$ cat config.mk
export PLATFORM = sky130hd
export DESIGN_NAME = key_io_device
export DESIGN_NICKNAME = d
export VERILOG_FILES = /design/src/rtl/io_pkg.sv /design/src/rtl/key_debouncer.sv /design/src/rtl/key_io_device.sv
export SDC_FILE = /design/constraint.sdc
export NUM_CORES = 1
export LEC_CHECK = 0
export ABC_CLOCK_PERIOD_IN_PS = 3450
export BUFFER_PORTS_ARGS = -buffer_cell sky130_fd_sc_hd__buf_2
export CAP_MARGIN = 20
export CORE_UTILIZATION = 54
export DETAILED_ROUTE_END_ITERATION = 10
export GPL_ROUTABILITY_DRIVEN = 0
export HOLD_SLACK_MARGIN = 0.15
export PLACE_DENSITY = 0.77
export SETUP_SLACK_MARGIN = 0.3
export SYNTH_ARGS = -nofsm -noshare
export SYNTH_HDL_FRONTEND = slang
export SYNTH_SLANG_ARGS = --single-unit
$ cat constraint.sdc
create_clock -name clk -period 3.45 [get_ports clk]
set_clock_uncertainty 0.15 [all_clocks]
set_input_delay 0.345 -clock clk [delete_from_list [all_inputs] [get_ports clk]]
set_output_delay 0.345 -clock clk [all_outputs]
set_load 0.005 [all_outputs]
$ cat src/rtl/io_pkg.sv
// ----------------------------------------------------------------------------
// io_pkg
//   Shared definitions for the memory-mapped key input device: register
//   addresses, KCTRL bit positions, the debounce defaults and a small status
//   struct with a helper that places it on the read bus.
// ----------------------------------------------------------------------------
package io_pkg;

  // Register map (full 32-bit compare).
  localparam logic [31:0] ADDR_KDATA = 32'hF000_0010;  // key data, read-only
  localparam logic [31:0] ADDR_KCTRL = 32'hF000_0110;  // key control/status

  // KCTRL bit positions.
  localparam int KCTRL_READY   = 0;
  localparam int KCTRL_OVERRUN = 1;
  localparam int KCTRL_IE      = 8;

  // Debounce defaults: 10 ms at 50 MHz; the counter must hold the value - 1.
  localparam int DEFAULT_DEBOUNCE_CYCLES = 500000;
  localparam int DEFAULT_CNT_BITS        = 20;

  localparam int NUM_KEYS = 4;

  // Software-visible status held in KCTRL.
  typedef struct packed {
    logic ie;
    logic overrun;
    logic ready;
  } kctrl_t;

  // Places the status fields at their KCTRL bit positions; all other bits 0.
  function automatic logic [31:0] kctrl_word(input kctrl_t s);
    logic [31:0] w;
    w                = '0;
    w[KCTRL_READY]   = s.ready;
    w[KCTRL_OVERRUN] = s.overrun;
    w[KCTRL_IE]      = s.ie;
    return w;
  endfunction

endpackage : io_pkg

$ cat src/rtl/key_debouncer.sv
// ----------------------------------------------------------------------------
// key_debouncer
//   One key: two-flop synchronizer followed by a stability counter. A new
//   level is accepted only after the synchronized input has disagreed with
//   the accepted state for DEBOUNCE_CYCLES consecutive cycles; any shorter
//   disagreement clears the counter and is discarded.
//
// Ports
//   clk       system clock
//   reset     asynchronous, active-high reset
//   key_n_i   raw key, active-low (0 = pressed), asynchronous to clk
//   stable_o  debounced key state, active-high (1 = pressed)
//   toggle_o  1 in the cycle whose clock edge flips stable_o
// ----------------------------------------------------------------------------
module key_debouncer
  import io_pkg::*;
#(
  parameter int DEBOUNCE_CYCLES = DEFAULT_DEBOUNCE_CYCLES,
  parameter int CNT_BITS        = DEFAULT_CNT_BITS
) (
  input  logic clk,
  input  logic reset,
  input  logic key_n_i,
  output logic stable_o,
  output logic toggle_o
);

  localparam logic [CNT_BITS-1:0] CNT_LAST = CNT_BITS'(DEBOUNCE_CYCLES - 1);

  logic                sync1_q;
  logic                sync2_q;
  logic                stable_q;
  logic                stable_d;
  logic [CNT_BITS-1:0] cnt_q;
  logic [CNT_BITS-1:0] cnt_d;
  logic                differ;

  // The raw key is active-low and stable is active-high, so the two agree
  // when their levels are opposite; equal levels mean a pending change.
  assign differ = (sync2_q == stable_q);

  always_comb begin
    // NOTE: every output of a combinational block gets a default first so no
    // path leaves it unassigned, which would otherwise infer a latch.
    cnt_d    = cnt_q;
    stable_d = stable_q;
    toggle_o = 1'b0;
    if (!differ) begin
      cnt_d = '0;
    end else if (cnt_q == CNT_LAST) begin
      stable_d = ~stable_q;
      cnt_d    = '0;
      toggle_o = 1'b1;
    end else begin
      cnt_d = cnt_q + CNT_BITS'(1);
    end
  end

  // Synchronizer flops reset to 1 (released) so reset never looks like a press.
  always_ff @(posedge clk or posedge reset) begin
    if (reset) begin
      // NOTE: state registers use non-blocking assignments so every flop
      // samples the values from before this edge, independent of order.
      sync1_q  <= 1'b1;
      sync2_q  <= 1'b1;
      stable_q <= 1'b0;
      cnt_q    <= '0;
    end else begin
      sync1_q  <= key_n_i;
      sync2_q  <= sync1_q;
      stable_q <= stable_d;
      cnt_q    <= cnt_d;
    end
  end

  assign stable_o = stable_q;

endmodule : key_debouncer

$ cat src/rtl/key_io_device.sv
// ----------------------------------------------------------------------------
// key_io_device
//   Memory-mapped input device for the four push-buttons. Each key is
//   synchronized and debounced; KDATA presents the debounced keys (pressed
//   = 1). Any accepted change sets the ready flag; a change that arrives
//   while ready is still set and not being read sets the overrun flag.
//
//   Optional feature (macro KEY_INTR_EN): KCTRL bit 8 becomes a read/write
//   interrupt enable and intr is a registered copy of IE & ready. Without
//   the macro, bit 8 reads 0, writes to it are ignored, and intr is 0.
//
// Ports
//   clk      system clock
//   reset    asynchronous, active-high reset
//   KEY      raw keys, active-low, asynchronous to clk
//   addr     memory address
//   isLoad   load access this cycle
//   isStore  store access this cycle (wins over isLoad)
//   wrData   store data
//   rdData   read data, zero unless a load hits KDATA or KCTRL
//   intr     interrupt request
// ----------------------------------------------------------------------------
module key_io_device
  import io_pkg::*;
#(
  parameter int DBITS           = 32,
  parameter int DEBOUNCE_CYCLES = DEFAULT_DEBOUNCE_CYCLES,
  parameter int CNT_BITS        = DEFAULT_CNT_BITS
) (
  input  logic                 clk,
  input  logic                 reset,
  input  logic [NUM_KEYS-1:0]  KEY,
  input  logic [DBITS-1:0]     addr,
  input  logic                 isLoad,
  input  logic                 isStore,
  input  logic [DBITS-1:0]     wrData,
  output logic [DBITS-1:0]     rdData,
  output logic                 intr
);

  // --------------------------------------------------------------------------
  // Debounce
  // --------------------------------------------------------------------------
  logic [NUM_KEYS-1:0] stable;
  logic [NUM_KEYS-1:0] toggle;
  logic                change;

  for (genvar i = 0; i < NUM_KEYS; i++) begin : g_key
    key_debouncer #(
      .DEBOUNCE_CYCLES (DEBOUNCE_CYCLES),
      .CNT_BITS        (CNT_BITS)
    ) u_debouncer (
      .clk      (clk),
      .reset    (reset),
      .key_n_i  (KEY[i]),
      .stable_o (stable[i]),
      .toggle_o (toggle[i])
    );
  end

  // Several keys flipping on the same edge count as a single change.
  assign change = |toggle;

  // --------------------------------------------------------------------------
  // Address decode. A simultaneous load and store is a store only, so the
  // read side effect (clearing ready) and the read data are both suppressed.
  // --------------------------------------------------------------------------
  logic hit_kdata;
  logic hit_kctrl;
  logic rd_access;
  logic kdata_rd;
  logic kctrl_rd;
  logic kctrl_wr;

  assign hit_kdata = (addr == DBITS'(ADDR_KDATA));
  assign hit_kctrl = (addr == DBITS'(ADDR_KCTRL));
  assign rd_access = isLoad & ~isStore;
  assign kdata_rd  = rd_access & hit_kdata;
  assign kctrl_rd  = rd_access & hit_kctrl;
  assign kctrl_wr  = isStore & hit_kctrl;

  // --------------------------------------------------------------------------
  // Status flags
  // --------------------------------------------------------------------------
  logic ready_q;
  logic ready_d;
  logic overrun_q;
  logic overrun_d;
  logic ie_q;

  always_comb begin
    ready_d   = ready_q;
    overrun_d = overrun_q;

    // A change that will be lost because ready is still pending and nobody is
    // consuming it right now is an overrun; this beats a clearing store.
    if (change && ready_q && !kdata_rd) begin
      overrun_d = 1'b1;
    end else if (kctrl_wr && !wrData[KCTRL_OVERRUN]) begin
      overrun_d = 1'b0;
    end

    // A new change re-arms ready even if KDATA is being read this cycle.
    if (change) begin
      ready_d = 1'b1;
    end else if (kdata_rd) begin
      ready_d = 1'b0;
    end
  end

  always_ff @(posedge clk or posedge reset) begin
    if (reset) begin
      ready_q   <= 1'b0;
      overrun_q <= 1'b0;
    end else begin
      ready_q   <= ready_d;
      overrun_q <= overrun_d;
    end
  end

  // --------------------------------------------------------------------------
  // Optional interrupt
  // --------------------------------------------------------------------------
`ifdef KEY_INTR_EN
  logic ie_d;
  logic intr_q;

  assign ie_d = kctrl_wr ? wrData[KCTRL_IE] : ie_q;

  // intr follows ready one cycle later in both directions.
  always_ff @(posedge clk or posedge reset) begin
    if (reset) begin
      ie_q   <= 1'b0;
      intr_q <= 1'b0;
    end else begin
      ie_q   <= ie_d;
      intr_q <= ie_q & ready_q;
    end
  end

  assign intr = intr_q;
`else
  assign ie_q = 1'b0;
  assign intr = 1'b0;
`endif

  // --------------------------------------------------------------------------
  // Read data: purely combinational and zero when not selected, so it can be
  // OR-ed into the memory unit's read mux. A KDATA read shows the flags as
  // they were before this cycle's clear.
  // --------------------------------------------------------------------------
  kctrl_t      status;
  logic [31:0] status_word;

  assign status.ie      = ie_q;
  assign status.overrun = overrun_q;
  assign status.ready   = ready_q;
  assign status_word    = kctrl_word(status);

  always_comb begin
    rdData = '0;
    if (kdata_rd) begin
      rdData[NUM_KEYS-1:0] = stable;
    end else if (kctrl_rd) begin
      rdData = DBITS'(status_word);
    end
  end

  // Most store-data bits have no destination in this device.
  logic unused_wrdata;
  assign unused_wrdata = ^wrData;

endmodule : key_io_device

==> results_tabular.tex <==
\begin{tabular}{lr}
\hline
Metric & Value \\
\hline
\multicolumn{2}{l}{\textbf{Global route}} \\
Largest net degree at the start of global routing & 51 \\
Wire length of the first global-routing pass & 14.4 mm \\
Via count of the first global-routing pass & 3,387 \\
Overall track demand over capacity in global routing & 20.4\% \\
Antenna violations before repair & 0 \\
Overflow left after global routing & 0 \\
\multicolumn{2}{l}{\textbf{Run}} \\
Maximum Capacitance Violations & 0 \\
\multicolumn{2}{l}{\textbf{Synth}} \\
Most common cell in the netlist & nor2\_1 \\
Synthesized cell area & $\sim$4700 um2 \\
Count of flip-flops with a built-in enable after synthesis & 0 \\
Synth top cells by count & nor2\_1, dfrtp\_1, xor2\_1 \\
Number of distinct standard cells referenced by the synthesized netlist & a little over 40 \\
Sequential cell area fraction in the yosys report & between 40\% and 50\% \\
Ys Warns & 0 \\
Number of instances in the synthesized netlist & 480 \\
Top\_reg\_cell synth & dfrtp\_1 \\
Number of synthesized register bits & 94 \\
Main area contributors after synthesis & dfrtp\_1, nor2\_1, xor2\_1 \\
Mean Syn Cell Area & 9.87 um2 \\
Share of synthesized registers carrying an async set or reset & between 90\% and 100\% \\
Area share of the leading cell type in the synthesized netlist & 45.4\% \\
Yosys top cell by area & dfrtp\_1 \\
\multicolumn{2}{l}{\textbf{Clocking}} \\
Num CTS Buffers & 9 \\
Maximum root-to-sink buffer count & 2 \\
Clock transition at the register clock pins on the worst setup and hold paths after CTS & around 0.080 ns \\
Level count of the clock H-tree & 3 \\
TritonCTS clock tree & yes \\
Num Clock Sinks & 94 \\
Resized cells post-CTS & 0 \\
Clock root buffer & clkbuf\_8 \\
Worst-skew pair later-pin latency & 0.35 ns \\
\multicolumn{2}{l}{\textbf{STA}} \\
Max-slew violations & 0 \\
Highest achievable clock rate & 434 MHz \\
RSZ-0062 raised after global routing & false \\
Worst Tran Pin Value & approximately 0.83 ns \\
Final period util & 66.8\% \\
Setup tns final & 0 ns \\
Final hold viol count & 0 \\
Max-Slew Margin vs Limit & 44.8\% \\
Time the final worst path needs with I/O delays and setup & 2.31 ns \\
Final setup fails & 0 \\
\multicolumn{2}{l}{\textbf{Cells and area}} \\
Multi-input gate area in the final layout & 2130 um2 \\
Layout net count & 608 \\
Post-layout instance area & 5180 um2 \\
Register cell area after layout & 2360 um2 \\
Final core utilization & 62.1\% \\
Fillcell total & 669 \\
Number of antenna cells inserted & 0 \\
Post-layout instance count excluding filler cells & 642 \\
Area added between synthesis and finish & 9.33\% \\
Share of final-layout standard cells stronger than drive strength 1 & around 15\% \\
\multicolumn{2}{l}{\textbf{Worst setup path}} \\
CP Max Fanout & 5 \\
Critical path data required time & between 2 and 3 ns \\
CP Capture Type & primary output \\
Sort of element at the start of the critical path & input pin \\
Kind of critical path & in -> out \\
Critical path arrival & roughly 1.8 ns \\
Reg-to-reg slack, setup & 1.15 ns \\
\multicolumn{2}{l}{\textbf{Power and ir drop}} \\
Switching portion of total power & a little under a quarter \\
Proportion of power drawn by the clock network & 36.6\% \\
Cell internal power dissipation & approximately 0.0015 W \\
Worst VDD drop & slightly below 300 uV \\
Power per standard cell area & between 300 and 400 nW/um2 \\
Lkg Pwr & $\sim$2.3 nW \\
Net switching power & 0.000450 W \\
Fraction of power consumed by sequential logic & 58.3\% \\
Combinational fraction of design power & around 5.2\% \\
\multicolumn{2}{l}{\textbf{Min path}} \\
Class of the most critical hold timing path & in -> reg \\
\multicolumn{2}{l}{\textbf{Floorplanning}} \\
Top-level I/O count & between 100 and 150 \\
Core region area & 8340 um2 \\
Overall die area & 9150 um2 \\
Die width & 95.7 um \\
Standard-cell rows & 33 \\
Die boundary height & 95.7 um \\
Starting density of the core & between 50\% and 60\% \\
\multicolumn{2}{l}{\textbf{Placement}} \\
Post-place instance area & 4920 um2 \\
Placed cell count & about 620 \\
HPWL after detailed placement & between 5 and 6 mm \\
IO Port Bufs & 44 \\
\multicolumn{2}{l}{\textbf{Route}} \\
Post-DR wirelength/cell & $\sim$13 um \\
DRT Wirelength & between 8 and 9 mm \\
Count of unresolved DRC violations after routing & 0 \\
Post-DR vias/cell & 5.28 \\
Starting DRT DRC Count & 139 \\
Total via count after detailed routing & 3,389 \\
Pre-antenna DRT Iters & 5 \\
Remaining antenna violation count & 0 \\
\multicolumn{2}{l}{\textbf{Outcome}} \\
Status & completed \\
\hline
\end{tabular}
flip-flops by register name (all words and copies together) (netlist names):
register and cells:
g_key.u_debouncer.sync1_q 4, overrun_q 1, g_key.u_debouncer.cnt_q 80, g_key.u_debouncer.stable_o 4, g_key.u_debouncer.sync2_q 4, ready_q 1
worst max-delay path, cell delays in order:
cell and delay (ns):
dlygate4sd3_1 0.54, buf_2 0.13, nand2b_1 0.16, nor4_1 0.19
buf_4 0.20, and2_1 0.14, buf_2 0.11
area by class of cell:
class	instances	area share [%]
inverters	13	0.967
well taps	105	2.54
clock buffers	11	2.54
flip-flops and latches	94	45.6
repair buffers	54	6.04
clock inverters	5	1.16
multi-input cells	360	41.1
cells by family after synthesis:
group                    after synthesis  synth area share (%)
AND/OR/NAND/NOR                      239                  26.2
buffers and inverters                 54                  7.37
other                                  1                0.0792
AO/OA/AOI/OAI                         15                  1.90
flip-flops                            94                  49.9
adder cells (fa/ha/maj)                4                  1.06
XOR/XNOR                              73                  13.5
timing repair:
item                                   4_1_cts  5_1_grt
endpoints found under the hold margin       49        0
hold buffers                                 7        0
setup buffers                                0        0
through the flow:
step,worst slack [ns],power [W],hold WS [ns]
floorplan,0.520,0.00124,0.195
global placement,1.21,0.00125,0.196
detailed placement,1.15,0.00125,0.197
CTS,1.12,0.00197,0.164
global route,0.974,0.00203,0.209
finish,1.14,0.00195,0.182
cells in the final DEF, fill, tap and decap left out, drive strengths merged, types with 6 or more instances in the layout:
cell type    instances
a21oi                7
and3                 8
and4                 6
buf                 47
clkbuf              11
conb                29
dfrtp               86
dfstp                8
dlygate4sd3          7
inv                 12
nand2               19
nand3               31
nand4               22
nor2                95
nor3                14
nor4                14
nor4b                6
xnor2               33
xor2                40
power by group through the flow:
stage / registers [W] / logic, W / clock network (W)
after detailed placement: 0.00116 / 0.0000961 / 0
after global placement: 0.00115 / 0.0000920 / 0
after global routing: 0.00114 / 0.000121 / 0.000771
after CTS: 0.00113 / 0.000103 / 0.000731
after floorplan: 0.00115 / 0.0000883 / 0
final: 0.00113 / 0.000100 / 0.000712
final timing paths:
path,from,end,depth (start not counted)
max reg2reg,g_key[1].u_debouncer.cnt_q[5]$_DFF_PP0_,g_key[1].u_debouncer.cnt_q[6]$_DFF_PP0_,4
min,addr[8],overrun_q$_DFFE_PP0P_,4
min reg2reg,g_key[3].u_debouncer.sync1_q$_DFF_PP1_,g_key[3].u_debouncer.sync2_q$_DFF_PP1_,0
max in group asynchronous,reset,g_key[2].u_debouncer.sync2_q$_DFF_PP1_,4
min in group asynchronous,reset,g_key[1].u_debouncer.cnt_q[7]$_DFF_PP0_,3
max,isStore,rdData[2],7
layer usage:
layer | part of all wire, % | vias up | GRT usage [%]
met2 | 50 | 76 | 36.1
met4 | 1.4 | 0 | 6.84
met3 | 3.7 | 12 | 4.07
met1 | 45 | 1637 | 25.0
li1 | - | 1664 | -
met5 | 0 | - | 0
(Power assumes the default switching activity.)
